[config.mk]
export PLATFORM = sky130hd
export DESIGN_NAME = interp_scan_counter
export DESIGN_NICKNAME = d
export VERILOG_FILES = /design/src/rtl/interp_scan_counter_pkg.sv /design/src/rtl/interp_scan_counter_axis_counter.sv /design/src/rtl/interp_scan_counter.sv
export SDC_FILE = /design/constraint.sdc
export NUM_CORES = 1
export LEC_CHECK = 0
export BUFFER_PORTS_ARGS = -buffer_cell sky130_fd_sc_hd__buf_2
export CORE_MARGIN = 2
export CORE_UTILIZATION = 40
export DETAILED_ROUTE_END_ITERATION = 8
export PLACE_DENSITY = 0.71
export SLEW_MARGIN = 20
export SYNTH_ARGS = -nofsm -noshare
export SYNTH_HDL_FRONTEND = slang
export SYNTH_SLANG_ARGS = --single-unit
[constraint.sdc]
create_clock -name clk -period 5.4 [get_ports clk]
set_input_delay 1.08 -clock clk [delete_from_list [all_inputs] [get_ports clk]]
set_output_delay 1.08 -clock clk [all_outputs]
set_load 0.005 [all_outputs]
[src/rtl/interp_scan_counter_pkg.sv]
// Shared types and constants for the HEVC interpolation scan counter.
// Compile-time option HEVC_TAP_MARGIN_EN widens the scan by the 8-tap filter footprint.
package hevc_interp_pkg;

  typedef enum logic [1:0] {
    IDLE = 2'd0,
    RUN  = 2'd1,
    DONE = 2'd2
  } state_t;

  localparam int TAP_PRE  = 3;
  localparam int TAP_POST = 4;

`ifdef HEVC_TAP_MARGIN_EN
  // Scan runs -TAP_PRE .. size-1+TAP_POST on each axis.
  localparam int C0      = -TAP_PRE;
  localparam int END_OFS = TAP_POST - 1;
`else
  localparam int C0      = 0;
  localparam int END_OFS = -1;
`endif

endpackage

[src/rtl/interp_scan_counter_axis_counter.sv]
// One scan axis: loadable counter that returns to its load value after reaching end_val.
module axis_counter #(
  parameter int W = 8
) (
  input  logic         clk,
  input  logic         reset,
  input  logic         load,
  input  logic         inc,
  input  logic [W-1:0] load_val,
  input  logic [W-1:0] end_val,
  output logic [W-1:0] value,
  output logic         at_end
);

  assign at_end = (value == end_val);

  always_ff @(posedge clk or posedge reset) begin
    if (reset) begin
      value <= '0;
    end else if (load) begin
      value <= load_val;
    end else if (inc) begin
      value <= at_end ? load_val : value + 1'b1;
    end
  end

endmodule

[src/rtl/interp_scan_counter.sv]
// Start/done controlled raster generator emitting (col,row) beats under valid/ready.
// Build option: HEVC_TAP_MARGIN_EN extends the scan to the 8-tap filter footprint.
module interp_scan_counter
  import hevc_interp_pkg::*;
#(
  parameter int COORD_W = 8,
  parameter int CNT_W   = 16
) (
  input  logic               clk,
  input  logic               reset,
  input  logic               start,
  input  logic [COORD_W-1:0] blk_w,
  input  logic [COORD_W-1:0] blk_h,
  input  logic               out_ready,
  output logic               out_valid,
  output logic [COORD_W-1:0] col,
  output logic [COORD_W-1:0] row,
  output logic               last,
  output logic [CNT_W-1:0]   lin_cnt,
  output logic               busy,
  output logic               done,
  output logic [1:0]         state
);

  // Handshake: a beat transfers on any edge where out_valid && out_ready;
  // while out_ready is low col/row/last/out_valid stay unchanged.

  state_t state_q, state_d;
  logic [COORD_W-1:0] blk_w_q, blk_h_q;
  logic [COORD_W-1:0] col_end, row_end;
  logic               load, clr, accept, col_at_end, row_at_end;

  assign col_end   = blk_w_q + COORD_W'(END_OFS);
  assign row_end   = blk_h_q + COORD_W'(END_OFS);
  assign out_valid = (state_q == RUN);
  assign busy      = (state_q != IDLE);
  assign done      = (state_q == DONE);
  assign state     = state_q;
  assign last      = out_valid && col_at_end && row_at_end;
  assign accept    = out_valid && out_ready;

  always_comb begin
    state_d = state_q;
    load    = 1'b0;
    clr     = 1'b0;
    case (state_q)
      IDLE: begin
        if (start) begin
          if (blk_w != '0 && blk_h != '0) begin
            load    = 1'b1;
            state_d = RUN;
          end else begin
            clr     = 1'b1;
            state_d = DONE;
          end
        end
      end
      RUN:     if (accept && last) state_d = DONE;
      DONE:    state_d = IDLE;
      default: state_d = IDLE;
    endcase
  end

  always_ff @(posedge clk or posedge reset) begin
    if (reset) begin
      state_q <= IDLE;
      blk_w_q <= '0;
      blk_h_q <= '0;
      lin_cnt <= '0;
    end else begin
      state_q <= state_d;
      if (load) begin
        blk_w_q <= blk_w;
        blk_h_q <= blk_h;
      end
      if (load || clr) lin_cnt <= '0;
      else if (accept) lin_cnt <= lin_cnt + 1'b1;
    end
  end

  // The final beat does not advance the axes, so col/row keep the end position.
  axis_counter #(.W(COORD_W)) u_col (
    .clk      (clk),
    .reset    (reset),
    .load     (load),
    .inc      (accept && !last),
    .load_val (COORD_W'(C0)),
    .end_val  (col_end),
    .value    (col),
    .at_end   (col_at_end)
  );

  axis_counter #(.W(COORD_W)) u_row (
    .clk      (clk),
    .reset    (reset),
    .load     (load),
    .inc      (accept && !last && col_at_end),
    .load_val (COORD_W'(C0)),
    .end_val  (row_end),
    .value    (row),
    .at_end   (row_at_end)
  );

endmodule

==> reports/results.md <==
Outcome
• **outcome** finished clean

Power
• **Peak VDD IR** 0.131 mV
• **total power** 0.00139 W
• **Pwr Density** 414 mW/mm²
• **leakage power** 1.61 nW

Placement
• **number of cells in the design after placement** 470
• **weighted congestion at the end of routability-driven global placement** 0.828
• **number of port buffers** 57
• **Setup WS pre-CTS** 2090 ps
• **final HPWL from detailed placement** 4.96 mm

STA
• **unrepaired setup endpoints after global routing** false
• **number of max-slew violations in the final report** 0
• **normalized max-slew margin** 38.2%
• **post-route minimum period** 3360 ps
• **clock skew after layout** 10.8 ps
• **accumulated negative setup slack** 0 ps
• **slew at the pin with the worst max-slew slack** 928 ps
• **count of final hold-check violations** 0
• **post-route setup slack** 2040 ps
• **fraction of the cycle the final worst path needs** 62.3%
• **number of endpoints failing setup at the final stage** 0
• **Max Clk Rate** 297 MHz

Yosys
• **yosys synthesis warning count** 0
• **Post-synth EDFFs** 0
• **leading post-synthesis cells by cell area** dfrtp_1 43%, nand2_1 8.6%, xor2_1 6.1%, xnor2_1 5.1%, nor2_1 3.2%
• **most used flip-flop cell after synthesis** dfrtp_1
• **register area share after synthesis** 43.2%
• **post-synth design cell area** 0.00290 mm²
• **proportion of netlist area held by the largest area contributor** 43.2%
• **mean cell area of the mapped netlist** 8.88 µm²
• **cell type contributing the most total cell area after synthesis** dfrtp_1
• **post-synth net total** 351
• **fraction of registers with async set or reset after synthesis** 100%
• **number of instances in the synthesized netlist** 326
• **most frequently used cell type in the post-synthesis netlist** nand2_1
• **top cells by instance count after synthesis** 66 x nand2_1, 50 x dfrtp_1, 25 x nor2_1
• **post-synthesis sequential element count** 50
• **number of library cell types mapped by synthesis** 49

Worst setup path
• **critical path required time** 4320 ps
• **cell chain of the critical path** nor3_1 > o211a_1 > o21ai_1 > a2111o_1 > inv_1 > and4_1 > buf_2
• **critical path start-end classification** register to primary output
• **critical path's slowest cell** a2111o_1
• **Critical Path Start Type** register
• **data arrival time at the worst-slack endpoint** 2280 ps
• **critical path's largest stage delay** 470 ps
• **maximum fanout encountered on the critical timing path** 5
• **kind of cell adding the most delay to the critical path** compound AO/OA/AOI/OAI gates
• **Critical Path End Type** primary output
• **CP bufs+invs** 2

Floorplanning
• **Top-Level Pins** 58
• **effective utilization at floorplan** 40.6%
• **overall die area** 0.00793 mm²
• **Core Rows** 31
• **Core Footprint** 0.00714 mm²
• **die outline height** 89.1 µm
• **die extent in x** 89.1 µm

Global route
• **pin count of the biggest net entering global routing** 51
• **global route total overflow** 0
• **first-pass GRT wire length** 10.8 mm
• **antenna violations before repair** 0
• **vias in the first global route** 2365
• **total routing resource utilization after global routing** 17.4%

Detailed routing
• **wire per inst** 14.0 µm
• **Final ANT Viol Nets** 0
• **total length of routed wires** 6.68 mm
• **number of vias per cell** 5.24
• **number of violations reported at the end of detailed-routing iteration 0** 142
• **drc violations** 0
• **total vias in the final route** 2506
• **Detailed Routing Iterations Pass 1** 4

Clocking
• **post-CTS setup buffers** 0
• **number of hold-repair buffers added at the cts stage** 0
• **clock tree from TritonCTS** built
• **clock root buffer** clkbuf_8
• **clock sink total** 50
• **CTS clock-pin slew for the worst setup and hold paths** 90 ps
• **CTS resizes** 0
• **number of buffers inserted during clock tree synthesis** 5
• **maximum level of the CTS H-tree** 2
• **insertion delay of the later-clocked pin in the worst-skew pair** 310 ps
• **Bufs on Longest Clock Path** 2

Finish
• **Syn-to-layout area delta** 15.8%
• **non-filler instance count after layout** 478
• **number of antenna cells inserted** 0
• **layout cell share with drive strength beyond 1** 20.3%
• **number of nets at the end of the flow** 403

Min path
• **class of the tightest hold or removal check** register to register

Run
• **number of maximum-capacitance constraint violations** 0

## stage by stage
step / hold slack (ps) / cell area [µm²] / utilization [%]
6_report: 517 / 3350 / 47.0
5_1_grt: 596 / 3350 / 47.0
4_1_cts: 525 / 3350 / 47.0
3_5_place_dp: 501 / 3250 / 45.6
3_3_place_gp: 499 / 3250 / 45.6
2_1_floorplan: 467 / 2900 / -
## placed cells by master (no fill, tap or decap), types with 2 or more instances in the layout
cell type   n
o31ai_1     6
o21ai_0    12
a21oi_1     8
nand3b_1    2
xnor2_1    17
o211ai_1    4
clkbuf_8    6
and3_1      5
xor2_1     20
dfrtp_1    50
nand3_1    16
or2_2       3
a21o_1      3
or3_1       4
nor3_1      7
nor4_1      4
nor2b_1     4
inv_1       7
nand2_1    66
a211o_1     2
ha_1        5
nand4_1    10
or4_1       6
nor2_1     25
buf_2      57
and3b_1     3
nor3b_2     3
## report_power, final
group          internal (W)  switching [W]  total, W
logic              0.000256       0.000268  0.000524
registers          0.000473       0.000155  0.000628
clock network      0.000106       0.000132  0.000237
total              0.000834       0.000555   0.00139
## cell type report
cell class | instances | area [µm²]
inverters | 8 | 31.3
repair buffers | 58 | 293
flip-flops and latches | 50 | 1250
clock inverters | 2 | 16.3
multi-input cells | 255 | 1560
clock buffers | 6 | 82.6
well taps | 99 | 124
fillers | 730 | 3780
## worst register-to-register path, delay by kind of cell (launching register included)
| family | cells | cell delay [ps] |
|---|---|---|
| adders and majority gates | 1 | 300 |
| and+or+nand+nor | 4 | 1460 |
| DFF | 1 | 450 |
| AOI/OAI and AO/OA | 2 | 410 |
| xor gates and xnor gates | 1 | 180 |
| buffers and inverters | 1 | 80 |
## final timing paths
| path | startpoint | endpoint | slack [ps] | depth (start not counted) |
|---|---|---|---|---|
| setup / recovery | blk_h_q[2] | last | 2040 | 7 |
| hold / removal | blk_h_q[7] | blk_h_q[7] | 520 | 2 |
| setup reg to reg | blk_w_q[0] | u_row.value[5] | 2440 | 9 |
| hold reg to reg | blk_h_q[7] | blk_h_q[7] | 520 | 2 |
| max in group asynchronous | reset | blk_h_q[5] | 3960 | 2 |
| min in group asynchronous | reset | lin_cnt[1] | 920 | 2 |
## registers in the layout, indices dropped and copies added, names as in the netlist
name         cells
lin_cnt         16
u_col.value      8
blk_h_q          8
blk_w_q          8
u_row.value      8
state            2
## logic make-up after synthesis
family,count (synthesis),synth area share (%)
buf+inv,21,3.07
xor+xnor,38,11.8
mux,1,0.346
compound gates,47,11.1
fa+ha+maj,5,2.16
flops,50,43.2
simple gates,164,28.3
## routing by layer
metal / part of all wire, % / track usage [%] / vias to the layer above
li1: - / - / 1242
met3: 3.7 / 2.77 / 12
met2: 48 / 28.9 / 57
met1: 46 / 22.6 / 1195
met5: 0 / 0 / -
met4: 2.3 / 7.33 / 0
No activity file was read; power rests on OpenSTA's default activity.
